==> src/rtl/npm_toggle_cal_timer_responder.sv <==
`default_nettype none
// ============================================================================
// Module      : npm_toggle_cal_timer_responder
// Description : CAL/Timer primitive responder driving the Toggle NAND bus.
// Revision    : 1.0 - initial release
// ============================================================================
module npm_toggle_cal_timer_responder #(
    parameter int NumberOfWays   = 4,
    parameter int WE_LOW_CYCLES  = 2,
    parameter int WE_HIGH_CYCLES = 2
) (
    input  logic                    iSystemClock,
    input  logic                    iReset,
    input  logic [7:0]              iPCommand,
    input  logic [2:0]              iPCommandOption,
    input  logic [NumberOfWays-1:0] iTargetWay,
    input  logic [15:0]             iNumOfData,
    input  logic                    iCASelect,
    input  logic [7:0]              iCAData,
    output logic [7:0]              oReady,
    output logic [7:0]              oLastStep,
    output logic [NumberOfWays-1:0] oCE_n,
    output logic                    oCLE,
    output logic                    oALE,
    output logic                    oWE_n,
    output logic [7:0]              oDQ,
    output logic                    oDQOE
);

    typedef enum logic [2:0] {
        S_IDLE      = 3'd0,
        S_CAL_SETUP = 3'd1,
        S_CAL_WEL   = 3'd2,
        S_CAL_WEH   = 3'd3,
        S_TIMER     = 3'd4
    } state_t;

    localparam logic [7:0]  c_CMD_CAL   = 8'h08;
    localparam logic [7:0]  c_CMD_TIMER = 8'h01;
    localparam logic [15:0] c_WEL_LAST  = 16'(WE_LOW_CYCLES - 1);
    localparam logic [15:0] c_WEH_LAST  = 16'(WE_HIGH_CYCLES - 1);

    state_t                  r_state;
    logic [15:0]             r_count;
    logic                    r_calPrime;
    logic [2:0]              r_emitIdx;
    logic [2:0]              r_emitLast;
    logic                    r_capActive;
    logic [2:0]              r_capIdx;
    logic [2:0]              r_capLast;
    logic [8:0]              r_caBuf [8];
    logic [7:0]              r_ready;
    logic [7:0]              r_lastStep;
    logic [NumberOfWays-1:0] r_ceN;
    logic                    r_cle;
    logic                    r_ale;
    logic                    r_weN;
    logic [7:0]              r_dq;
    logic                    r_dqoe;

    wire       w_acceptCal   = (r_state == S_IDLE) && (iPCommand == c_CMD_CAL);
    wire       w_acceptTimer = (r_state == S_IDLE) && (iPCommand == c_CMD_TIMER);
    wire       w_lastByte    = (r_emitIdx == r_emitLast);
    wire [8:0] w_nextByte    = r_caBuf[r_emitIdx + 3'd1];
    wire       w_unused      = &{1'b0, iPCommandOption[2:1]};

    // Byte capture runs on its own index, one byte per cycle, ahead of emission.
    always_ff @(posedge iSystemClock or posedge iReset) begin
        if (iReset) begin
            r_capActive <= 1'b0;
            r_capIdx    <= 3'd0;
            r_capLast   <= 3'd0;
            for (int i = 0; i < 8; i++) r_caBuf[i] <= 9'd0;
        end else if (w_acceptCal) begin
            r_capActive <= 1'b1;
            r_capIdx    <= 3'd0;
            r_capLast   <= iNumOfData[2:0];
        end else if (r_capActive) begin
            r_caBuf[r_capIdx] <= {iCASelect, iCAData};
            if (r_capIdx == r_capLast) r_capActive <= 1'b0;
            else                       r_capIdx    <= r_capIdx + 3'd1;
        end
    end

    always_ff @(posedge iSystemClock or posedge iReset) begin
        if (iReset) begin
            r_state    <= S_IDLE;
            r_count    <= 16'd0;
            r_calPrime <= 1'b0;
            r_emitIdx  <= 3'd0;
            r_emitLast <= 3'd0;
            r_ready    <= 8'hFF;
            r_lastStep <= 8'h00;
            r_ceN      <= '1;
            r_cle      <= 1'b0;
            r_ale      <= 1'b0;
            r_weN      <= 1'b1;
            r_dq       <= 8'h00;
            r_dqoe     <= 1'b0;
        end else begin
            r_lastStep <= 8'h00;
            case (r_state)
                S_IDLE: begin
                    if (w_acceptCal) begin
                        r_state    <= S_CAL_SETUP;
                        r_calPrime <= 1'b1;
                        r_emitIdx  <= 3'd0;
                        r_emitLast <= iNumOfData[2:0];
                        r_ready    <= 8'h00;
                        r_ceN      <= ~iTargetWay;
                    end else if (w_acceptTimer) begin
                        r_state       <= S_TIMER;
                        r_count       <= iNumOfData;
                        r_ready       <= 8'h00;
                        r_ceN         <= iPCommandOption[0] ? ~iTargetWay : '1;
                        r_lastStep[0] <= (iNumOfData == 16'd0);
                    end
                end
                S_CAL_SETUP: begin
                    // Priming cycle: byte 0 is taken straight from the bus as it is captured.
                    if (r_calPrime) begin
                        r_calPrime <= 1'b0;
                        r_dq       <= iCAData;
                        r_cle      <= ~iCASelect;
                        r_ale      <= iCASelect;
                        r_dqoe     <= 1'b1;
                    end else begin
                        r_state <= S_CAL_WEL;
                        r_weN   <= 1'b0;
                        r_count <= c_WEL_LAST;
                    end
                end
                S_CAL_WEL: begin
                    if (r_count == 16'd0) begin
                        r_state       <= S_CAL_WEH;
                        r_weN         <= 1'b1;
                        r_count       <= c_WEH_LAST;
                        r_lastStep[3] <= w_lastByte && (c_WEH_LAST == 16'd0);
                    end else begin
                        r_count <= r_count - 16'd1;
                    end
                end
                S_CAL_WEH: begin
                    if (r_count != 16'd0) begin
                        r_count       <= r_count - 16'd1;
                        r_lastStep[3] <= w_lastByte && (r_count == 16'd1);
                    end else if (w_lastByte) begin
                        r_state <= S_IDLE;
                        r_ready <= 8'hFF;
                        r_ceN   <= '1;
                        r_cle   <= 1'b0;
                        r_ale   <= 1'b0;
                        r_dq    <= 8'h00;
                        r_dqoe  <= 1'b0;
                    end else begin
                        r_state   <= S_CAL_SETUP;
                        r_emitIdx <= r_emitIdx + 3'd1;
                        r_dq      <= w_nextByte[7:0];
                        r_cle     <= ~w_nextByte[8];
                        r_ale     <= w_nextByte[8];
                    end
                end
                S_TIMER: begin
                    if (r_count == 16'd0) begin
                        r_state <= S_IDLE;
                        r_ready <= 8'hFF;
                        r_ceN   <= '1;
                    end else begin
                        r_count       <= r_count - 16'd1;
                        r_lastStep[0] <= (r_count == 16'd1);
                    end
                end
                default: r_state <= S_IDLE;
            endcase
        end
    end

    assign oReady    = r_ready;
    assign oLastStep = r_lastStep;
    assign oCE_n     = r_ceN;
    assign oCLE      = r_cle;
    assign oALE      = r_ale;
    assign oWE_n     = r_weN;
    assign oDQ       = r_dq;
    assign oDQOE     = r_dqoe;

endmodule
`default_nettype wire
==> config.mk <==
export PLATFORM = sky130hd
export DESIGN_NAME = npm_toggle_cal_timer_responder
export DESIGN_NICKNAME = d
export VERILOG_FILES = /design/src/rtl/npm_toggle_cal_timer_responder.sv
export SDC_FILE = /design/constraint.sdc
export NUM_CORES = 1
export LEC_CHECK = 0
export CAP_MARGIN = 30
export CORE_MARGIN = 2
export CORE_UTILIZATION = 61
export CTS_CLUSTER_DIAMETER = 100
export DETAILED_ROUTE_END_ITERATION = 8
export PLACE_DENSITY_LB_ADDON = 0.1
export SYNTH_ARGS = -nofsm -noshare
export SYNTH_HDL_FRONTEND = slang
export SYNTH_SLANG_ARGS = --single-unit
export TNS_END_PERCENT = 20
==> constraint.sdc <==
create_clock -name iSystemClock -period 9.35 [get_ports iSystemClock]
set_input_delay 1.87 -clock iSystemClock [delete_from_list [all_inputs] [get_ports iSystemClock]]
set_output_delay 1.87 -clock iSystemClock [all_outputs]
set_load 0.01 [all_outputs]
==> metrics.md, run 1 <==
| Metric | Value |
|---|---|
| Initial core utilization | around 63% |
| Grt total ovfl | 0 |
| Final WL | 15,300 µm |
| CP startpoint | iPCommand[5] |
| Count of cell types in the netlist | 54 |
| Bufs and invs on worst path | 1 |
| Max rail drop VDD | 0.152 mV |
| Final Non-Filler Cells | 727 |
| Placed instance area | 0.00693 mm² |
| Chain of cells forming the critical path | clkdlybuf4s50_1 > nor4_2 > and4_1 > nor2_1 > nand2_1 > mux2_2 |
| Worst R2R Start | r_count[2]$_DFFE_PP0P_ |
| Area Overhead vs Synth | 19.4% |
| Post-synth top flop | dfrtp_1 |
| Max Slew Vio Count | 0 |
| Max Cap Viol | 0 |
| CTS max path bufs | 2 |
| Period utilization | between 40% and 50% |
| Antenna fix cells | 0 |
| GRT met1 Usage | ~36% |
| Global-route usage over all layers | roughly 28% |
| Hold WC Path Type | reg -> reg |
| CTS tree | yes |
| Yosys top cell by area | dfrtp_1 |
| Fin util | between 70 and 80% |
| Largest cells by area after synthesis | dfrtp_1 46%, mux2_2 14%, mux4_2 6.5% |
| Vias in the first global route | roughly 4,800 |
| CTS Root Cell | clkbuf_8 |
| Leakage | 3.19 nW |
| Outcome | finished clean |
| Yosys Warn Count | 0 |
| Antenna Nets Post-Route | 0 |
| Top Family by Delay on Critical Path | simple AND/OR/NAND/NOR gates |
| Setup TNS Final | 0 ps |
| IO Port Bufs | 65 |
| Iteration-0 DRC Markers | 337 |
| Fin area | 0.00747 mm² |
| Worst-margin pin slew | 960 ps |
| Placed cells | 694 |
| Antenna violations before repair | 0 |
| Height of the die | 105 µm |
| Clock Latency Late Sink | about 520 ps |
| Post-synthesis simple-gate area fraction | 11.6% |
| I/O pins | 74 |
| PwrDens | 199 mW/mm² |
| Critical Path Max Stage Delay | a little over 500 ps |
| Worst Path Arrival | 4280 ps |
| TritonCTS buffer count | 17 |
| H-tree levels | 4 |
| # setup viols final | 0 |
| Post-synthesis mux area share | 21.8% |
| Slowest CP cell | and4_1 |
| Syn avg cell area | between 10 and 15 µm² |
| Syn Inst Count | 521 |
| Min-delay src | oCE_n[3]$_DFFE_PP1P_ |
| Via density | 6.48 |
| RD Place Congestion | 0.888 |
| Post-synth ARST share | 100% |
| CTS resizes | 0 |
| Startpoint Class | input port |
| Post-synthesis xor/xnor area fraction | under 10% |
| Die Area | 0.0111 mm² |
| Share of layout cells above drive strength 1 | between 20% and 30% |
| Met3 Track Usage GR | roughly 5.8% |
| Placement Setup Slack | between 5000 and 6000 ps |
| CTS Hold Bufs | 0 |
| Crit. End Element | flop |
| Post-CTS Setup Inserts | 0 |
| Hpwl dp | 9720 µm |
| Minimum clock period | 3880 ps |
| CTS Sinks | 121 |
| Mapped cell area | 0.00626 mm² |
| Setup CP Type | in -> reg |
| Most frequent cells after synthesis | 115 x dfrtp_1, 77 x mux2_2, 33 x nand2_1, 24 x nor2_1, 19 x nor3_1 |
| Number of flops mapped to enable cells by yosys | 0 |
| Chip width | about 110 µm |
| Final Power | 1.48 mW |
| Top cell type's share of synthesized area | 46.0% |
| Register area share after synthesis | 48.5% |
| Worst hold margin | 477 ps |
| Post-synthesis adder-cell area fraction | 1.00% |
| Setup ws final | approximately 5500 ps |
| Gr busiest metal | met2 |
| Met2 Resource Use GR | 47.6% |
| Cell row count | 36 |
| Yosys reg bits | about 120 |
| Routed length per instance | 21.0 µm |
| RSZ-0062 raised after global routing | false |
| Slew HR | 35.7% |
| Synth Area in Compound Gates | between 10% and 20% |
| Drt drc | 0 |
| Final Hold Viols | 0 |
| Clock Skew | roughly 11 ps |
| CTS clock-pin slew for the worst setup and hold paths | approximately 60 ps |
| First-pass GRT wire length | 24,500 µm |
| FMAX | 258 MHz |
| Core box area | 0.00986 mm² |
| Worst Path Required | 9740 ps |
| Count leader, synth | dfrtp_1 |
| Via count | around 4,700 |
| Pre-antenna DRT Iters | 5 |
| Largest family of logic cells by synthesized area | multiplexers |
| Nets | ~630 |
| Worst-path maximum fanout | 10 |
| Pin count of the biggest net entering global routing | 70 |
==> worst reg2reg max path, delay by kind of cell, from the launching register on <==
family	cells	cell delay, ps
flip-flops	1	430
AO/OA/AOI/OAI	1	400
AND/OR/NAND/NOR	3	1740
multiplexers	1	390
==> cell usage in the layout (no fill, tap or decap), types with 6 or more instances in the layout <==
cell type	instances
o21ai_0	12
nor2b_1	7
mux4_2	18
a22oi_1	11
o2bb2ai_1	18
clkbuf_16	16
conb_1	6
nor2_1	24
a221o_1	7
buf_4	6
and3_1	6
nor4_1	6
inv_1	13
clkdlybuf4s50_1	65
nor3_1	19
mux2_2	77
a31oi_1	8
dfrtp_1	115
o22ai_1	13
dfstp_2	6
mux2i_1	9
a21oi_1	11
nand2_1	33
==> state kept, by name, summed over array words and instances (netlist names), 2 cells and up <==
name and count:
oDQ 8, oCE_n 4, r_capLast 2, r_state 3
r_caBuf 72, r_capIdx 3, oLastStep 2, r_count 16
r_emitIdx 3
==> where the power goes <==
| part | switching (mW) | internal [mW] | total [mW] |
|---|---|---|---|
| combinational | 0.150 | 0.118 | 0.267 |
| sequential | 0.0513 | 0.569 | 0.621 |
| clock | 0.259 | 0.337 | 0.596 |
==> area by class of cell <==
| class | instances | area, µm² |
|---|---|---|
| Clock buffer | 18 | 428 |
| Inverter | 14 | 55.1 |
| Tap cell | 133 | 166 |
| Multi-Input combinational cell | 355 | 2970 |
| Clock inverter | 14 | 111 |
| Sequential cell | 121 | 3040 |
| Fill cell | 633 | 2390 |
| Timing Repair Buffer | 72 | 707 |
==> path summary, 6_finish.rpt <==
path,to,depth (start not counted),slack [ps]
worst max-delay path,r_caBuf[31]$_DFFE_PP0P_,6,5470
worst min-delay path,oCE_n[3]$_DFFE_PP1P_,2,480
worst max register to register,r_count[1]$_DFFE_PP0P_,5,6280
worst min register to register,oCE_n[3]$_DFFE_PP1P_,2,480
max in group asynchronous,r_caBuf[20]$_DFFE_PP0P_,3,6240
min in group asynchronous,r_count[13]$_DFFE_PP0P_,2,1810
==> logic make-up (layout without fill, tap and decap cells) <==
family          count (synthesis)  in the layout
mux                           104            104
fa+ha+maj                       5              5
flops                         121            121
other cells                     1              6
xor+xnor                        9              9
compound gates                 95             95
simple gates                  136            136
buf+inv                        50            118
==> routing by layer <==
metal	up-vias	routed length, µm	share of wire (%)
li1	2078	-	-
met1	2391	6270	41
met2	204	7760	51
met3	35	959	6.3
met4	0	301	2.0
met5	-	0	0
No activity file was read; power rests on OpenSTA's default activity.
==> run 2, diff against run 1 <==
--- a/config.mk
+++ b/config.mk
@@ -7,7 +7,7 @@
 export LEC_CHECK = 0
 export CAP_MARGIN = 30
 export CORE_MARGIN = 2
-export CORE_UTILIZATION = 61
+export CORE_UTILIZATION = 56
 export CTS_CLUSTER_DIAMETER = 100
 export DETAILED_ROUTE_END_ITERATION = 8
 export PLACE_DENSITY_LB_ADDON = 0.1
==> constraint.sdc (replaced) <==
create_clock -name iSystemClock -period 3.78 [get_ports iSystemClock]
set_input_delay 0.756 -clock iSystemClock [delete_from_list [all_inputs] [get_ports iSystemClock]]
set_output_delay 0.756 -clock iSystemClock [all_outputs]
set_load 0.01 [all_outputs]
==> run 2 against run 1 <==
Critical path depth stayed put. Clock skew is 3.1 ps lower. Sequential cell count stayed put. Global-route usage is 1.1 points lower. Critical endpoint is now r_count[0]$_DFFE_PP0P_. Largest cell class unchanged.
==> metrics.md, run 2 (synthesized netlist as in run 1, its figures left out) <==
| Metric | Value |
|---|---|
| CTS Hold Bufs | 0 |
| Startpoint Class | flop |
| Most common cell after layout, fill and taps aside | dfrtp_1 |
| Slew HR | 44.4% |
| FMAX | between 300 and 400 MHz |
| RD Place Congestion | 0.897 |
| Biggest register | r_caBuf |
| Antenna fix cells | 0 |
| Worst Path Arrival | 3100 ps |
| CTS max path bufs | 2 |
| Most frequent cells in the layout | 115 x dfrtp_1, 77 x mux2_2, 65 x clkdlybuf4s50_1 |
| Worst R2R Start | r_count[5]$_DFFE_PP0P_ |
| Worst setup endpoint | r_count[0]$_DFFE_PP0P_ |
| CTS tree | yes |
| Worst R2R Setup Slack | ~1100 ps |
| I/O pins | 74 |
| Worst-margin pin slew | 828 ps |
| Worst Path Required | roughly 4200 ps |
| Share of layout cells above drive strength 1 | between 20% and 30% |
| Setup TNS Final | 0 ps |
| CTS Sinks | between 100 and 150 |
| RSZ-0062 raised after global routing | false |
| Area Overhead vs Synth | 21.9% |
| IO Port Bufs | 65 |
| Final Power | 3.69 mW |
| Via count | 4,685 |
| Iteration-0 DRC Markers | 250 |
| CTS resizes | 0 |
| Initial core utilization | 57.5% |
| Hold WC Path Type | reg -> reg |
| Fin util | 70.1% |
| Worst Hold Path Cells | 2 |
| Reg2reg path depth | 6 |
| Outcome | finished clean |
| TritonCTS buffer count | 17 |
| Grt total ovfl | 0 |
| Period utilization | 71.0% |
| Drt drc | 0 |
| Max rail drop VDD | approximately 0.37 mV |
| Pin count of the biggest net entering global routing | 97 |
| Vias in the first global route | 4,636 |
| Post-CTS Setup Inserts | 0 |
| Max Slew Vio Count | 0 |
| Die Area | 0.0120 mm² |
| First-pass GRT wire length | 24,200 µm |
| Global-route usage over all layers | 27.4% |
| Crit. End Element | flop |
| Nets | 645 |
| Setup CP Type | reg -> reg |
| Height of the die | 110 µm |
| Final WL | about 15,000 µm |
| Cell row count | 38 |
| Hpwl dp | 10,300 µm |
| Leakage | 3.29 nW |
| Routed length per instance | 20.1 µm |
| Pre-antenna DRT Iters | 5 |
| Antenna Nets Post-Route | 0 |
| Clock Latency Late Sink | 530 ps |
| Final Hold Viols | 0 |
| PwrDens | 483 mW/mm² |
| Via density | 6.24 |
| Max reg flops | just over 70 |
| H-tree levels | 4 |
| Chip width | 110 µm |
| Max Cap Viol | 0 |
| CP startpoint | r_count[5]$_DFFE_PP0P_ |
| Worst-path maximum fanout | 17 |
| CTS Root Cell | clkbuf_8 |
| RR Endpoint | r_count[0]$_DFFE_PP0P_ |
| Core box area | 0.0109 mm² |
| # setup viols final | 0 |
| CTS clock-pin slew for the worst setup and hold paths | approximately 60 ps |
| Clock Skew | between 7 and 8 ps |
| Antenna violations before repair | 0 |
| Minimum clock period | 2680 ps |
## run 2: cell count changes in the layout (fill, tap and decap cells not counted)
cell,previous run,this run
buf_4,6,23
inv_6,5,1
clkinv_2,2,5
clkinvlp_4,5,2
clkbuf_1,0,2
clkinv_4,1,3
buf_12,0,1
buf_6,1,0
bufinv_16,0,1
clkbuf_8,2,3
inv_4,1,0
inv_8,1,0
## run 2: through the flow
stage               hold slack, ps  setup slack (ps)  cells  area [µm²]
floorplan                      457              1440    526        6280
global placement               461               710    719        7080
detailed placement             464               687    719        7080
CTS                            476              1110    751        7630
global route                   489               931    751        7630
finish                         473              1100    751        7630
## run 2: power by group
part           leakage, nW  total, mW  internal (mW)  switching, mW
sequential            1.55       1.53           1.41          0.126
combinational         1.47      0.665          0.300          0.366
clock                0.272       1.49          0.904          0.583
total                 3.29       3.69           2.61           1.07
## run 2: routing by layer
| layer | vias up | track usage (%) | wire length [µm] |
|---|---|---|---|
| li1 | 2114 | - | - |
| met1 | 2380 | 37.8 | 6540 |
| met2 | 175 | 43.1 | 7450 |
| met3 | 16 | 5.45 | 937 |
| met4 | 0 | 10.8 | 190 |
| met5 | - | 0 | 0 |
## run 2: how the worst min path moves through the flow
stage                                 start                       to  slack [ps]
floorplan           r_count[13]$_DFFE_PP0P_  r_count[13]$_DFFE_PP0P_         460
finish                 oCE_n[1]$_DFFE_PP1P_     oCE_n[1]$_DFFE_PP1P_         470
global placement       oCE_n[1]$_DFFE_PP1P_     oCE_n[1]$_DFFE_PP1P_         460
global route           oCE_n[1]$_DFFE_PP1P_     oCE_n[1]$_DFFE_PP1P_         490
detailed placement     oCE_n[1]$_DFFE_PP1P_     oCE_n[1]$_DFFE_PP1P_         460
CTS                    oCE_n[1]$_DFFE_PP1P_     oCE_n[1]$_DFFE_PP1P_         480
## run 2: area by class of cell
| cell class | count | area (µm²) |
|---|---|---|
| clock inverters | 11 | 97.6 |
| repair buffers | 89 | 843 |
| well taps | 140 | 175 |
| flip-flops and latches | 121 | 3040 |
| multi-input cells | 355 | 2970 |
| inverters | 14 | 56.3 |
| fillers | 799 | 3260 |
| clock buffers | 21 | 449 |
## run 2: critical path, stage by stage (launching register included)
cell and delay, ps:
dfrtp_1 450, nor4_2 410, and4_1 250, buf_4 240, a41oi_4 340, nor2_4 490, mux2_2 390
==> run 3, diff against run 2 <==
==> constraint.sdc (replaced) <==
create_clock -name iSystemClock -period 2.5 [get_ports iSystemClock]
set_input_delay 0.5 -clock iSystemClock [delete_from_list [all_inputs] [get_ports iSystemClock]]
set_output_delay 0.5 -clock iSystemClock [all_outputs]
set_load 0.01 [all_outputs]
==> run 3 against run 2 <==
First-iteration DRC count increased by 18%. Global-route usage increased by 0.52 points. Worst hold slack got worse by 96 ps. Sequential cell count unchanged. Clock power increased by 68%. Highest routed layer unchanged. Maximum frequency increased by 18%. Largest cell class unchanged. Via count increased by 1.5%. Sequential power increased by 50%. Clock-buffer cell count unchanged. Design area increased by 3.2%. Clock skew decreased by 2.4 ps. Critical path depth decreased by 1.
==> metrics.md, run 3 (synthesized netlist as in run 1, its figures left out) <==
| Metric | Value |
|---|---|
| Outcome | finished clean |
| Most common cell after layout, fill and taps aside | dfrtp_1 |
| Drt drc | 0 |
| Critical Path Max Stage Delay | 800 ps |
| Via count | 4,753 |
| Clock Skew | 4.96 ps |
| CTS resizes | 0 |
| CTS Root Cell | clkbuf_8 |
| Share of layout cells above drive strength 1 | 29.9% |
| Nets | 666 |
| Post-CTS Setup Inserts | 0 |
| First-pass GRT wire length | 24,800 µm |
| Pin count of the biggest net entering global routing | 57 |
| H-tree levels | 4 |
| NetSw | 1.62 mW |
| Top Family by Delay on Critical Path | simple AND/OR/NAND/NOR gates |
| Global-route usage over all layers | 28.0% |
| Routed length per instance | 20.2 µm |
| Worst Path Arrival | about 2700 ps |
| Placement Setup Slack | -226 ps |
| Sequential Power Share | 39.1% |
| Final Non-Filler Cells | roughly 770 |
| Placed cells | 740 |
| Final WL | approximately 16,000 µm |
| PwrDens | 747 mW/mm² |
| Height of the die | between 100 and 150 µm |
| Vias in the first global route | ~4,700 |
| Crit. End Element | flop |
| Comb pwr share | 18.2% |
| Via density | 6.16 |
| Iteration-0 DRC Markers | 294 |
| Antenna Nets Post-Route | 0 |
| Slowest CP cell | nor3_2 |
| Minimum clock period | approximately 2300 ps |
| Clock power frac | 42.7% |
| Max Slew Vio Count | 0 |
| Hpwl dp | about 11,000 µm |
| Sw Share | 27.5% |
| Cell row count | 38 |
| Setup ws final | 219 ps |
| CTS clock-pin slew for the worst setup and hold paths | 60 ps |
| IO Port Bufs | 65 |
| RSZ-0062 raised after global routing | false |
| Worst-margin pin slew | 969 ps |
| Chain of cells forming the critical path | nor3_1 > nand4_1 > nand2_1 > nor3_2 > mux2_2 |
| Core box area | 0.0109 mm² |
| Die Area | 0.0120 mm² |
| Slew HR | 35.1% |
| Antenna violations before repair | 0 |
| P_int | 4.26 mW |
| Final Power | 5.88 mW |
| Leakage | around 3.4 nW |
| Area Overhead vs Synth | 25.8% |
| CTS max path bufs | 2 |
| Antenna fix cells | 0 |
| FMAX | 438 MHz |
| Most frequent cells in the layout | 115 x dfrtp_1, 77 x mux2_2, 65 x clkdlybuf4s50_1 |
| Startpoint Class | flop |
| Hold WC Path Type | in -> async |
| Worst-path maximum fanout | 9 |
| Max Cap Viol | 0 |
| Initial core utilization | a little under three fifths |
| TritonCTS buffer count | 17 |
| Chip width | approximately 110 µm |
| Bufs and invs on worst path | 0 |
| Worst R2R Setup Slack | ~220 ps |
| Max rail drop VDD | 0.718 mV |
| CTS Hold Bufs | 0 |
| I/O pins | 74 |
| Setup CP Type | reg -> reg |
| Final Hold Viols | 0 |
| # setup viols final | 0 |
| Grt total ovfl | 0 |
| CTS Sinks | 121 |
| Period utilization | around nine tenths |
| Worst Path Required | 2900 ps |
| RD Place Congestion | 0.879 |
| Max reg flops | between 70 and 80 |
| Pre-antenna DRT Iters | 5 |
| Biggest register | r_caBuf |
| Clock Latency Late Sink | 520 ps |
| CTS tree | yes |
## run 3: cell count changes in the layout (fill, tap and decap cells not counted), sizes merged
cell	change
buf	+21
bufinv	+3
clkinv	-4
inv	+1
## run 3: power by group through the flow
stage | combinational, mW | clock [mW] | sequential (mW)
floorplan | 0.731 | 0 | 2.29
global placement | 1.03 | 0 | 2.32
detailed placement | 1.05 | 0 | 2.32
CTS | 1.06 | 2.55 | 2.30
global route | 1.17 | 2.64 | 2.32
finish | 1.07 | 2.51 | 2.30
## run 3: final cells by class
type	count	area (µm²)
Clock inverter	11	169
Clock buffer	21	439
Fill cell	796	3020
Tap cell	140	175
Sequential cell	121	3040
Inverter	14	56.3
Multi-Input combinational cell	355	2970
Timing Repair Buffer	110	1030
## run 3: final timing paths
path	end	start	cells past startpoint
max in group asynchronous	oCE_n[3]$_DFFE_PP1P_	iReset	3
setup / recovery	r_caBuf[21]$_DFFE_PP0P_	r_state[1]$_DFFE_PP0P_	5
hold / removal	oDQ[1]$_DFFE_PP0P_	iReset	2
min in group iSystemClock	oCE_n[3]$_DFFE_PP1P_	oCE_n[3]$_DFFE_PP1P_	2
setup reg to reg	r_caBuf[21]$_DFFE_PP0P_	r_state[1]$_DFFE_PP0P_	5
hold reg to reg	oCE_n[3]$_DFFE_PP1P_	oCE_n[3]$_DFFE_PP1P_	2
## run 3: layer usage
| metal | vias to the layer above | part of all wire, % | GRT usage, % | wire length, µm |
|---|---|---|---|---|
| met3 | 22 | 5.7 | 7.41 | 885 |
| met5 | - | 0 | 0 | 0 |
| li1 | 2146 | - | - | - |
| met1 | 2410 | 45 | 38.5 | 6990 |
| met2 | 175 | 47 | 44.0 | 7390 |
| met4 | 0 | 1.9 | 8.14 | 293 |
## run 3: stage by stage
step | utilization, % | hold WS (ps) | setup TNS [ps] | area (µm²)
6_report | 72.3 | 377 | 0 | 7870
5_1_grt | 72.3 | 388 | 0 | 7870
4_1_cts | 72.3 | 372 | 0 | 7870
3_5_place_dp | 66.7 | 468 | -5980 | 7260
3_3_place_gp | 66.7 | 461 | -3890 | 7260
2_1_floorplan | - | 457 | 0 | 6280
